`src/rtl/md_issue_ctrl_if.sv`:
```
// md_issue_ctrl_if: request/response bundle between the E-stage issue
// controller and the multiply/divide unit (XALU).
//   master (controller): drives Start, XALUOp, RD1, RD2; receives XBusy, XHI, XLO
//   slave  (XALU)      : receives the request, drives Busy and HI/LO
interface md_issue_ctrl_if;
  logic        Start;
  logic [2:0]  XALUOp;
  logic [31:0] RD1;
  logic [31:0] RD2;
  logic        XBusy;
  logic [31:0] XHI;
  logic [31:0] XLO;

  modport master (
    output Start, XALUOp, RD1, RD2,
    input  XBusy, XHI, XLO
  );

  modport slave (
    input  Start, XALUOp, RD1, RD2,
    output XBusy, XHI, XLO
  );
endinterface

```
`src/rtl/md_issue_ctrl.sv`:
```
// md_issue_ctrl: E-stage issue and interlock controller for the XALU.
// Issues multiply/divide/mthi/mtlo to the XALU, shadows its busy period with a
// countdown, stalls D-stage multiply/divide-class instructions while an
// operation is outstanding, registers mfhi/mflo results into M, and raises a
// sticky Mismatch when the countdown and XALU Busy disagree.
// Ports:
//   Clock, Reset (async, active-low)
//   D_MD                 D-stage instruction is multiply/divide class
//   E_Valid, E_IsMD,
//   E_MDOp, E_RS, E_RT   E-stage instruction and forwarded operands
//   xalu (master)        Start/XALUOp/RD1/RD2 out, XBusy/XHI/XLO in
//   Stall                freeze F/D, bubble E
//   M_MDOut, M_MDValid   registered mfhi/mflo result
//   Mismatch             sticky shadow/Busy disagreement
module md_issue_ctrl #(
  parameter int MULT_CYCLES = 5,
  parameter int DIV_CYCLES  = 10
) (
  input  logic              Clock,
  input  logic              Reset,
  input  logic              D_MD,
  input  logic              E_Valid,
  input  logic              E_IsMD,
  input  logic [2:0]        E_MDOp,
  input  logic [31:0]       E_RS,
  input  logic [31:0]       E_RT,
  md_issue_ctrl_if.master   xalu,
  output logic              Stall,
  output logic [31:0]       M_MDOut,
  output logic              M_MDValid,
  output logic              Mismatch
);

  localparam int CW = $clog2(DIV_CYCLES + 1);
  localparam logic [CW-1:0] MULT_LD = CW'(MULT_CYCLES);
  localparam logic [CW-1:0] DIV_LD  = CW'(DIV_CYCLES);

  logic          start;
  logic          cnt_nz;
  logic [CW-1:0] cnt_q, cnt_d;
  logic          busy_q, busy_d;
  logic [31:0]   mdout_q, mdout_d;
  logic          mdvld_q, mdvld_d;
  logic          mism_q, mism_d;

  // E stage: XALU request (ops 0..5 start the unit; mfhi/mflo do not)
  assign start       = E_Valid & E_IsMD & (E_MDOp <= 3'd5);
  assign cnt_nz      = (cnt_q != '0);
  assign xalu.Start  = start;
  assign xalu.XALUOp = E_MDOp;
  assign xalu.RD1    = E_RS;
  assign xalu.RD2    = E_RT;

  // mthi/mtlo hold Stall for their own issue cycle only, so a following mf
  // instruction reads the freshly written HI/LO.
  assign Stall = D_MD & (start | xalu.XBusy | cnt_nz);

  always_comb begin
    cnt_d = cnt_q;
    if (start && !E_MDOp[2]) begin
      cnt_d = E_MDOp[1] ? DIV_LD : MULT_LD;
    end else if (cnt_nz) begin
      cnt_d = cnt_q - 1'b1;
    end
  end

  // busy_q tracks "Cnt != 0" for the cycle it will be compared in, which is
  // exactly the cycle the XALU should be holding Busy.
  assign busy_d = (cnt_d != '0);

  // An issue while a countdown is still running is also treated as a
  // disagreement with the XALU.
  assign mism_d = mism_q | (xalu.XBusy != busy_q) | (start & cnt_nz);

  always_comb begin
    mdout_d = mdout_q;
    mdvld_d = 1'b0;
    if (E_Valid && E_IsMD && (E_MDOp[2:1] == 2'b11)) begin
      mdout_d = E_MDOp[0] ? xalu.XLO : xalu.XHI;
      mdvld_d = 1'b1;
    end
  end

  // E -> M boundary
  always_ff @(posedge Clock or negedge Reset) begin
    if (!Reset) begin
      cnt_q   <= '0;
      busy_q  <= 1'b0;
      mdout_q <= '0;
      mdvld_q <= 1'b0;
      mism_q  <= 1'b0;
    end else begin
      cnt_q   <= cnt_d;
      busy_q  <= busy_d;
      mdout_q <= mdout_d;
      mdvld_q <= mdvld_d;
      mism_q  <= mism_d;
    end
  end

  assign M_MDOut   = mdout_q;
  assign M_MDValid = mdvld_q;
  assign Mismatch  = mism_q;

endmodule

```
`src/flat_wrapper.sv`:
```
// flat-port wrapper written by rule: the top's interface ports become plain ports
module md_issue_ctrl_flat 
#(
  parameter int MULT_CYCLES = 5,
  parameter int DIV_CYCLES  = 10
)
  (Clock, Reset, D_MD, E_Valid, E_IsMD, E_MDOp, E_RS, E_RT, Stall, M_MDOut, M_MDValid, Mismatch, xalu_Start, xalu_XALUOp, xalu_RD1, xalu_RD2, xalu_XBusy, xalu_XHI, xalu_XLO);
  md_issue_ctrl_if xalu_i ();
  input  logic Clock;
  input  logic Reset;
  input  logic D_MD;
  input  logic E_Valid;
  input  logic E_IsMD;
  input  logic [2:0] E_MDOp;
  input  logic [31:0] E_RS;
  input  logic [31:0] E_RT;
  output logic Stall;
  output logic [31:0] M_MDOut;
  output logic M_MDValid;
  output logic Mismatch;
  output wire logic [$bits(xalu_i.Start)-1:0] xalu_Start;
  output wire logic [$bits(xalu_i.XALUOp)-1:0] xalu_XALUOp;
  output wire logic [$bits(xalu_i.RD1)-1:0] xalu_RD1;
  output wire logic [$bits(xalu_i.RD2)-1:0] xalu_RD2;
  input wire logic [$bits(xalu_i.XBusy)-1:0] xalu_XBusy;
  input wire logic [$bits(xalu_i.XHI)-1:0] xalu_XHI;
  input wire logic [$bits(xalu_i.XLO)-1:0] xalu_XLO;
  assign xalu_Start = xalu_i.Start;
  assign xalu_XALUOp = xalu_i.XALUOp;
  assign xalu_RD1 = xalu_i.RD1;
  assign xalu_RD2 = xalu_i.RD2;
  assign xalu_i.XBusy = xalu_XBusy;
  assign xalu_i.XHI = xalu_XHI;
  assign xalu_i.XLO = xalu_XLO;
  md_issue_ctrl #(.MULT_CYCLES(MULT_CYCLES), .DIV_CYCLES(DIV_CYCLES)) u_core (.Clock(Clock), .Reset(Reset), .D_MD(D_MD), .E_Valid(E_Valid), .E_IsMD(E_IsMD), .E_MDOp(E_MDOp), .E_RS(E_RS), .E_RT(E_RT), .xalu(xalu_i), .Stall(Stall), .M_MDOut(M_MDOut), .M_MDValid(M_MDValid), .Mismatch(Mismatch));
endmodule
```
`config.mk`:
```
export PLATFORM = sky130hd
export DESIGN_NAME = md_issue_ctrl_flat
export DESIGN_NICKNAME = d
export VERILOG_FILES = /design/src/rtl/md_issue_ctrl_if.sv /design/src/rtl/md_issue_ctrl.sv /design/src/flat_wrapper.sv
export SDC_FILE = /design/constraint.sdc
export NUM_CORES = 1
export LEC_CHECK = 0
export BUFFER_PORTS_ARGS = -buffer_cell sky130_fd_sc_hd__clkbuf_2
export CAP_MARGIN = 40
export CORE_AREA = 2 2 94 96
export DETAILED_ROUTE_END_ITERATION = 7
export DIE_AREA = 0 0 96 98
export GPL_TIMING_DRIVEN = 0
export PLACE_DENSITY = 0.66
export SYNTH_ARGS = -nofsm -noshare
export SYNTH_HDL_FRONTEND = slang
export SYNTH_SLANG_ARGS = --single-unit
```
`constraint.sdc`:
```
create_clock -name Clock -period 2.45 [get_ports Clock]
set_input_delay 0.49 -clock Clock [delete_from_list [all_inputs] [get_ports Clock]]
set_output_delay 0.49 -clock Clock [all_outputs]
set_load 0.005 [all_outputs]
```
==> metrics.md <==
| Metric | Value |
|---|---|
| Clock Power Share | 21.5% |
| Slew HR | 70.7% |
| CTS buffer count | 5 |
| Kind of critical path | register to output pin |
| Synth Instances | 245 |
| ANT nets after route | 0 |
| Pre-Repair DR Iteration Count | 4 |
| Final Setup Violations | 0 |
| Setup TNS | 0 ps |
| Die height | 98 µm |
| Max-slew violation count | 0 |
| Largest net degree at the start of global routing | 28 |
| PD cells | 589 nW/µm² |
| Clock Pin Slew Worst Setup and Hold Paths | 80 ps |
| Postcts setup bufs | 0 |
| Placeable Area | 8470 µm² |
| Via count | 2248 |
| Full die area | 9410 µm² |
| Unrepaired setup endpoints after global routing | no |
| Pint | 0.00142 W |
| Final WL | 6330 µm |
| Crit end category | output pin |
| Crit-path cells | inv_1 > ha_1 > nor3b_4 > inv_1 > o31a_1 > clkbuf_2 |
| # hold bufs at CTS | 0 |
| Syn nets | 383 |
| Combinational power share | 34.9% |
| Final worst slack | 201 ps |
| Tightest Pin Transition | 439 ps |
| Routability congestion estimate | 0.707 |
| Most used DFF post-synth | dfrtp_1 |
| Initial antenna violation count | 0 |
| Grt ovf | 0 |
| Reg2Reg Depth | 5 |
| Fraction of registers with async set or reset after synthesis | 100% |
| Avg Cell Area, Syn | 9.64 µm² |
| Crit path top cell by count | inv_1 |
| # nets final | 565 |
| Number of library cell types mapped by synthesis | 26 |
| Starting DRC count in detailed routing | 10 |
| Net Sw Frac | 30.8% |
| Fmax | 0.445 GHz |
| Post-Place Worst Slack | 505 ps |
| DRC viols | 0 |
| Root buf cell | clkbuf_8 |
| Hold Crit Class | input port to async pin |
| Sequential area share after synthesis | 41.3% |
| Status | complete, no violations |
| Slowest cell on crit path | dfrtp_1 |
| Most frequent cells in the layout | 174 x clkbuf_2, 68 x buf_4, 39 x dfrtp_1 |
| Worst Path Arrival | 1760 ps |
| CTS tree | built |
| Syn. warnings | 0 |
| Slowest Stage Delay on Critical Path | 420 ps |
| Clock skew | 0.379 ps |
| Gr usage total | 12.9% |
| Fin crit share | 91.8% |
| RR Endpoint | u_core.Mismatch$_DFF_PN0_ |
| Layout area overhead | 47.1% |
| Rows | 34 |
| Switch Pwr | 0.000630 W |
| Critical R2R Launch | u_core.cnt_q[0]$_DFF_PN0_ |
| # clock sinks | 39 |
| P_leak | 2.03 nW |
| Antenna Cells | 0 |
| Post-synth EDFFs | 0 |
| Critical path required time | 1960 ps |
| Most common cell after layout, fill and taps aside | clkbuf_2 |
| Vias per Instance | 4.20 |
| Worst-path fanout max | 5 |
| Worst VDD drop | 0.000322 V |
| CP startpoint kind | register |
| DP Wirelength | 5320 µm |
| First-pass GRT wire length | 9580 µm |
| Tmin final | 2250 ps |
| Max cap viols | 0 |
| #FFs+latches synth | 39 |
| Starting Density | 27.9% |
| Final Hold Fails | 0 |
| Sequential power share | 43.6% |
| Reg2reg setup slack | 920 ps |
| Post-synthesis cell area | 2360 µm² |
| I/O pin count | 240 |
| DIE WIDTH | 96 µm |
| IO Port Bufs | 174 |
| DR WL/cell | 11.8 µm |
| CTS Buffer Depth | 2 |
| Layout cells sized above 1 | 61.6% |
| Clk_lat worst skew | 280 ps |
| Vias in the first global route | 2111 |
| Post-cts sizing count | 0 |
| H-tree depth | 2 |
[cell usage after synthesis, types with 2 or more instances]
cell	instances	share of area, %
buf_4	68	22
dfrtp_1	39	41
mux2i_1	34	14
nand2_1	33	5.2
o21ai_1	32	6.8
buf_2	10	2.1
a21oi_1	4	0.85
inv_1	4	0.64
nor2_1	2	0.32
nor3_1	2	0.42
xnor2_1	2	0.74
[metal layers]
layer  wire [µm]  track usage, %
met3         605            2.85
met2        3270            24.7
met4          59            2.97
met1        2390            14.0
met5           0               0
[logic make-up after synthesis]
kind of cell             after synthesis  synth area share, %
AO/OA/AOI/OAI                         40                 9.06
XOR/XNOR                               3                 1.11
buffers and inverters                 83                 24.5
multiplexers                          35                 14.9
adder cells (fa/ha/maj)                1                0.530
flip-flops                            39                 41.3
AND/OR/NAND/NOR                       44                 8.58
[flip-flops by register name (all words and copies together) (netlist names)]
signal	count
u_core.M_MDValid	1
u_core.M_MDOut	32
u_core.busy_q	1
u_core.cnt_q	4
u_core.Mismatch	1
[per-stage QoR]
stage / hold slack, ps / std cells / cell area [µm²] / power [W] / utilization, %
finish: 106 / 535 / 3480 / 0.00205 / 41.1
global route: 119 / 535 / 3480 / 0.00222 / 41.1
CTS: 108 / 535 / 3480 / 0.00209 / 41.1
detailed placement: 424 / 528 / 3390 / 0.00164 / 40.0
global placement: 449 / 527 / 3370 / 0.00159 / 39.8
floorplan: 194 / 245 / 2360 / 0.00131 / -
[power by group through the flow]
stage	Clock [W]	Combinational (W)	Sequential, W
after floorplan	0	0.000403	0.000906
after global placement	0	0.000693	0.000902
after detailed placement	0	0.000730	0.000905
after CTS	0.000468	0.000731	0.000894
after global routing	0.000493	0.000813	0.000915
final	0.000441	0.000715	0.000893
[worst max-delay path, delay by kind of cell (launching register included)]
| kind | cells | cell delay, ps |
|---|---|---|
| flip-flops | 1 | 420 |
| buffers and inverters | 3 | 300 |
| AND/OR/NAND/NOR | 1 | 290 |
| adder cells (fa/ha/maj) | 1 | 240 |
| AO/OA/AOI/OAI | 1 | 240 |
[worst max path at each step]
stage	startpoint	slack, ps	depth (start not counted)	to
2_1_floorplan	u_core.cnt_q[0]$_DFF_PN0_	710	5	Stall
3_3_place_gp	u_core.cnt_q[0]$_DFF_PN0_	560	6	Stall
3_5_place_dp	u_core.cnt_q[0]$_DFF_PN0_	500	6	Stall
4_1_cts	u_core.cnt_q[0]$_DFF_PN0_	180	6	Stall
5_1_grt	u_core.cnt_q[0]$_DFF_PN0_	100	6	Stall
6_report	u_core.cnt_q[0]$_DFF_PN0_	200	6	Stall
[layout make-up]
class / instances / area, µm²
fill: 876 / 4990
sequential: 39 / 976
timing repair buffer: 175 / 891
multi-input combinational: 123 / 807
buffer: 79 / 564
tap: 108 / 135
clock buffer: 6 / 82.6
inverter: 4 / 15.0
clock inverter: 1 / 5.00
No activity file was read; power rests on OpenSTA's default activity.
